[src/rtl/attex_bus_pkg.sv]
// Shared types and helpers for the SCC68070 bus fabric.
package attex_bus_pkg;

  localparam int MAX_SLAVES = 8;

  typedef enum logic [1:0] {
    IDLE    = 2'd0,
    ACCESS  = 2'd1,
    ERROR   = 2'd2,
    RELEASE = 2'd3
  } fabric_state_e;

  // Width of a slave index, never narrower than one bit.
  function automatic int slv_idx_w(input int n);
    return (n <= 1) ? 1 : $clog2(n);
  endfunction

  // Counter width: must hold the timeout value and any 4-bit minimum wait.
  function automatic int wdt_cnt_w(input int t);
    int w;
    w = $clog2(t + 1);
    return (w < 4) ? 4 : w;
  endfunction

  // Slice region i out of a packed 24-bit-per-region parameter.
  function automatic logic [23:0] region_word(input logic [MAX_SLAVES*24-1:0] v, input int i);
    return v[i*24 +: 24];
  endfunction

  // Slice region i out of a packed 4-bit-per-region parameter.
  function automatic logic [3:0] region_wait(input logic [MAX_SLAVES*4-1:0] v, input int i);
    return v[i*4 +: 4];
  endfunction

endpackage

[src/rtl/bus_timeout_wdt.sv]
// Saturating cycle counter used for minimum wait states and the bus timeout.
module bus_timeout_wdt #(
  parameter int CNT_W   = 10,
  parameter int TIMEOUT = 1023
) (
  input  logic       clk30,
  input  logic       reset,
  input  logic       clr,
  input  logic       en,
  input  logic [3:0] min_wait,
  output logic       min_reached,
  output logic       expired
);

  logic [CNT_W-1:0] cnt;

  // Count while enabled, stick at all-ones; clear wins over counting.
  always_ff @(posedge clk30) begin
    if (reset || clr)
      cnt <= '0;
    else if (en && (cnt != '1))
      cnt <= cnt + CNT_W'(1);
  end

  assign min_reached = (cnt >= CNT_W'(min_wait));
  // A zero timeout never expires.
  assign expired     = (TIMEOUT != 0) && (cnt == CNT_W'(TIMEOUT));

endmodule

[src/rtl/attex_bus_fabric.sv]
// SCC68070 bus fabric: address decode, chip-selects, read mux, ack/bus-error.
// Optional error capture ports/registers are built when
// ATTEX_BUS_ERR_CAPTURE_EN is defined.
module attex_bus_fabric
  import attex_bus_pkg::*;
#(
  parameter int                          NUM_SLAVES     = 5,
  parameter logic [NUM_SLAVES*24-1:0]    REGION_BASE    = {5{24'h0}},
  parameter logic [NUM_SLAVES*24-1:0]    REGION_MASK    = {5{24'hff0000}},
  parameter logic [NUM_SLAVES-1:0]       BYTE_DUP       = 5'b00110,
  parameter logic [NUM_SLAVES*4-1:0]     MIN_WAIT       = {5{4'd0}},
  parameter int                          TIMEOUT_CYCLES = 1023,
  parameter int                          IACK_SLAVE     = 1
) (
  input  logic                       clk30,
  input  logic                       reset,
  input  logic [23:1]                cpu_addr,
  input  logic                       cpu_as,
  input  logic                       cpu_uds,
  input  logic                       cpu_lds,
  input  logic                       cpu_write_strobe,
  input  logic                       cpu_iack,
  output logic [15:0]                cpu_data_in,
  output logic                       cpu_bus_ack,
  output logic                       cpu_bus_err,
  output logic [NUM_SLAVES-1:0]      slave_cs,
  input  logic [NUM_SLAVES*16-1:0]   slave_dout,
  input  logic [NUM_SLAVES-1:0]      slave_ack,
  output logic                       fabric_busy
`ifdef ATTEX_BUS_ERR_CAPTURE_EN
  ,
  output logic [23:0]                err_addr,
  output logic                       err_was_timeout,
  output logic [7:0]                 err_count
`endif
);

  localparam int IDX_W = slv_idx_w(NUM_SLAVES);
  localparam int CNT_W = wdt_cnt_w(TIMEOUT_CYCLES);
  localparam logic [MAX_SLAVES*24-1:0] BASE_EXT = (MAX_SLAVES*24)'(REGION_BASE);
  localparam logic [MAX_SLAVES*24-1:0] MASK_EXT = (MAX_SLAVES*24)'(REGION_MASK);
  localparam logic [MAX_SLAVES*4-1:0]  WAIT_EXT = (MAX_SLAVES*4)'(MIN_WAIT);

  fabric_state_e                     state_q, state_d;
  logic [IDX_W-1:0]                  idx_q, idx_d, hit_idx;
  logic                              hit, strobe, wdt_clr, min_reached, expired, acc_ack;
  logic [23:0]                       addr_byte;
  logic [NUM_SLAVES-1:0]             match;
  logic [NUM_SLAVES-1:0][15:0]       dout_arr;
  logic [15:0]                       sel_raw, sel_data;
  // Direction does not affect decode or handshake; slaves see it directly.
  logic                              unused_wr;

  assign unused_wr = cpu_write_strobe;
  assign addr_byte = {cpu_addr, 1'b0};
  assign strobe    = cpu_uds || cpu_lds;
  assign dout_arr  = slave_dout;

  generate
    for (genvar i = 0; i < NUM_SLAVES; i++) begin : g_dec
      assign match[i] = cpu_as && ((addr_byte & region_word(MASK_EXT, i)) == region_word(BASE_EXT, i));
    end
  endgenerate

  // Priority encode: the lowest matching region wins.
  always_comb begin
    hit     = 1'b0;
    hit_idx = '0;
    for (int i = NUM_SLAVES - 1; i >= 0; i--) begin
      if (match[i]) begin
        hit     = 1'b1;
        hit_idx = IDX_W'(i);
      end
    end
  end

  bus_timeout_wdt #(.CNT_W(CNT_W), .TIMEOUT(TIMEOUT_CYCLES)) u_wdt (
    .clk30       (clk30),
    .reset       (reset),
    .clr         (wdt_clr),
    .en          (state_q == ACCESS),
    .min_wait    (region_wait(WAIT_EXT, int'(idx_q))),
    .min_reached (min_reached),
    .expired     (expired)
  );

  // Ack from the latched slave, honoured only after its minimum wait and while AS holds.
  assign acc_ack = (state_q == ACCESS) && cpu_as && slave_ack[idx_q] && min_reached;

  // State and latched slave index.
  always_ff @(posedge clk30) begin
    if (reset) begin
      state_q <= IDLE;
      idx_q   <= '0;
    end else begin
      state_q <= state_d;
      idx_q   <= idx_d;
    end
  end

  // Next-state: IACK beats decode; dropping AS ends any cycle.
  always_comb begin
    state_d = state_q;
    idx_d   = idx_q;
    wdt_clr = 1'b0;
    case (state_q)
      IDLE: begin
        if (cpu_iack)
          state_d = RELEASE;
        else if (cpu_as && strobe) begin
          if (hit) begin
            state_d = ACCESS;
            idx_d   = hit_idx;
            wdt_clr = 1'b1;
          end else
            state_d = ERROR;
        end
      end
      ACCESS: begin
        if (!cpu_as)     state_d = IDLE;
        else if (acc_ack) state_d = RELEASE;
        else if (expired) state_d = ERROR;
      end
      ERROR, RELEASE: if (!cpu_as) state_d = IDLE;
      default: state_d = IDLE;
    endcase
  end

  assign sel_raw  = dout_arr[idx_q];
  assign sel_data = BYTE_DUP[idx_q] ? {sel_raw[7:0], sel_raw[7:0]} : sel_raw;

  // Outputs are forced low while reset is sampled so a mid-cycle reset clears at once.
  always_comb begin
    cpu_bus_ack = 1'b0;
    cpu_bus_err = 1'b0;
    cpu_data_in = '0;
    slave_cs    = '0;
    fabric_busy = 1'b0;
    if (!reset) begin
      fabric_busy = (state_q != IDLE);
      cpu_bus_err = (state_q == ERROR);
      cpu_bus_ack = acc_ack || (state_q == RELEASE) || ((state_q == IDLE) && cpu_iack);
      if (hit && !cpu_iack)
        slave_cs = NUM_SLAVES'(1) << hit_idx;
      if (cpu_iack && (state_q == IDLE || state_q == RELEASE))
        cpu_data_in = dout_arr[IACK_SLAVE];
      else if (state_q == ACCESS || state_q == RELEASE)
        cpu_data_in = sel_data;
    end
  end

`ifdef ATTEX_BUS_ERR_CAPTURE_EN
  // Capture the faulting address and cause on every entry into ERROR.
  always_ff @(posedge clk30) begin
    if (reset) begin
      err_addr        <= '0;
      err_was_timeout <= 1'b0;
      err_count       <= '0;
    end else if ((state_q != ERROR) && (state_d == ERROR)) begin
      err_addr        <= addr_byte;
      err_was_timeout <= (state_q == ACCESS);
      if (err_count != '1)
        err_count <= err_count + 8'd1;
    end
  end
`endif

endmodule

[config.mk]
export PLATFORM = sky130hd
export DESIGN_NAME = attex_bus_fabric
export DESIGN_NICKNAME = d
export VERILOG_FILES = /design/src/rtl/attex_bus_pkg.sv /design/src/rtl/bus_timeout_wdt.sv /design/src/rtl/attex_bus_fabric.sv
export SDC_FILE = /design/constraint.sdc
export NUM_CORES = 1
export LEC_CHECK = 0
export CAP_MARGIN = 20
export CELL_PAD_IN_SITES_DETAIL_PLACEMENT = 0
export CELL_PAD_IN_SITES_GLOBAL_PLACEMENT = 2
export CORE_UTILIZATION = 10
export DETAILED_ROUTE_END_ITERATION = 10
export GPL_TIMING_DRIVEN = 0
export PLACE_DENSITY = 0.74
export SYNTH_ARGS = -nofsm -noshare
export SYNTH_HDL_FRONTEND = slang
export SYNTH_SLANG_ARGS = --single-unit
[constraint.sdc]
create_clock -name clk30 -period 2.52 [get_ports clk30]
set_input_delay 0.504 -clock clk30 [delete_from_list [all_inputs] [get_ports clk30]]
set_output_delay 0.504 -clock clk30 [all_outputs]
set_load 0.005 [all_outputs]
==> run metrics <==
status=finished clean; clk_lat worst skew=0.24 ns; Max FO, Critical Path=10; Post-synth EDFFs=0; Worst Slack Setup Final=0.0996 ns; leak pwr=0.803 nW; most frequent cell after synthesis=nand2_1; worst endpoint required time=2.02 ns; post-synth cell types=42; largest net degree at the start of global routing=11; flops & latches, synth=12; die height=107 um; Pins Over Slew Limit=0; Critical Path End Type=primary output; Num CTS Buffers=3; share of layout cells above drive strength 1=21.1%; # hold bufs at CTS=0; CTS Sinks=12; worst reg-to-reg setup slack=0.71 ns; site row count=38; ranking of synthesized cells by area=dfxtp_1 22%, a21oi_1 9.9%, nand2_1 8.5%, nand3_1 7.7%, ha_1 6.8%; initial drt markers=115; clock skew=0.00247 ns; Post-synth ARST share=0%; final hold vios=0; non-filler cells, final=372; Hold Crit Class=reg2reg; vias per cell=3.63; largest area contributor in the netlist=dfxtp_1; Detailed Routing Iterations Pass 1=4; Syn Area/Cell=7.16 um2; Starting Density=10.2%; register area share after synthesis=21.6%; Most used DFF post-synth=dfxtp_1; clk slew on worst S/H paths=0.05 ns; Final Hold Slack=0.498 ns; Power, Total=1.33 mW; first-pass GRT wire length=6010 um; RSZ-0062 raised after global routing=no; core area=0.0108 mm2; vias in the first global route=1250; Routed wire per std cell=10.4 um; Tot GR Track Use=6.49%; Detail Route Antenna Nets=0; Final nets=355; Routed WL=3870 um; post-synth top area share=21.6%; Post-Syn Instances=155; DP Area=0.00196 mm2; Finished Cell Area=0.00214 mm2; CTS tree=yes; synth cell count leaders=25 x nand2_1, 22 x a21oi_1, 17 x nand3_1; Setup CP Type=reg2out; Final Core Density=19.7%; IO Count=139; period utilization=96.0%; Final Critical Period=2.42 ns; Placed Instances=364; Worst Path Arrival=1.92 ns; Antenna Cells=0; Synthesis Warnings=0; CTS Root Cell=clkbuf_8; die area=0.0115 mm2; final setup vio count=0; IO buf count=66; Critical Path Start Type=flip-flop; Worst VDD drop=225 uV; DP HPWL=3020 um; max-cap violations=0; CTS HTree Levels=1; final RePlAce weighted congestion=0.696; initial antenna violation count=0; die width=107 um; Area Growth Syn to Fin=92.8%; Setup TNS=0 ns; Max Clock Freq=413 MHz; worst slack at placement=-0.903 ns; CTS max path bufs=2; synthesized area=0.00111 mm2; Via Count=1352; gr ovfl total=0; PwrDens=624 mW/mm2; number of remaining DRC errors=0
-- layer usage --
metal	vias up	share of wire [%]	GRT usage, %
met5	-	0	0
met3	4	5.0	0.666
li1	700	-	-
met2	36	46	10.7
met1	612	48	8.71
met4	0	1.1	2.35
-- what timing repair did --
action,in CTS,in global routing
cloned,1,0
buffers inserted,6,0
endpoints found under the setup margin,20,14
pin swaps,3,1
gates resized for setup,59,8
hold endpoints to repair,0,0
-- critical path: stages, from the launching register on --
cell and delay, ns:
dfxtp_2 0.33, clkbuf_8 0.12, clkbuf_16 0.14, inv_4 0.04
ha_4 0.26, nand2b_4 0.12, clkbuf_8 0.16, nand3_1 0.08
a21oi_1 0.17, dlygate4sd2_1 0.26
-- report_power, final --
group / total, mW / switching [mW] / internal, mW / leakage [nW]
clock: 0.170 / 0.0650 / 0.105 / 0.0216
combinational: 0.930 / 0.398 / 0.532 / 0.684
sequential: 0.235 / 0.0193 / 0.216 / 0.0976
-- flip-flops by register name, indices dropped and copies added (netlist names) --
register	flops
state_q	2
u_wdt.cnt	10
-- kinds of logic after synthesis --
| kind of cell | synth area share [%] |
|---|---|
| xor+xnor | 2.37 |
| compound gates | 23.6 |
| buf+inv | 8.23 |
| simple gates | 34.4 |
| fa+ha+maj | 6.76 |
| mux | 2.71 |
| other cells | 0.338 |
| flops | 21.6 |
-- cells in the final DEF, fill, tap and decap left out, drive strengths merged, types with 3 or more instances in the layout --
cell type / n
nand2: 25
dfxtp: 12
ha: 6
nand3: 19
clkbuf: 8
nor2: 10
inv: 5
a21oi: 23
nor3: 6
dlygate4sd2: 10
buf: 18
mux2i: 3
o21ai: 3
nor2b: 3
conb: 4
clkdlybuf4s50: 48
o31ai: 3
-- worst paths after layout --
path	cells past startpoint	from	endpoint
setup reg to reg	7	state_q[1]	u_wdt.cnt[7]
hold reg to reg	2	state_q[1]	state_q[1]
hold / removal	2	state_q[1]	state_q[1]
setup / recovery	9	state_q[0]	cpu_data_in[11]
-- layout make-up --
cell class / count / area, um2
well taps: 140 / 175
inverters: 5 / 21.3
flip-flops and latches: 12 / 241
plain buffers: 12 / 126
clock buffers: 3 / 41.3
multi-input cells: 128 / 832
repair buffers: 72 / 702
fillers: 1226 / 8700
No activity file was read; power rests on OpenSTA's default activity.
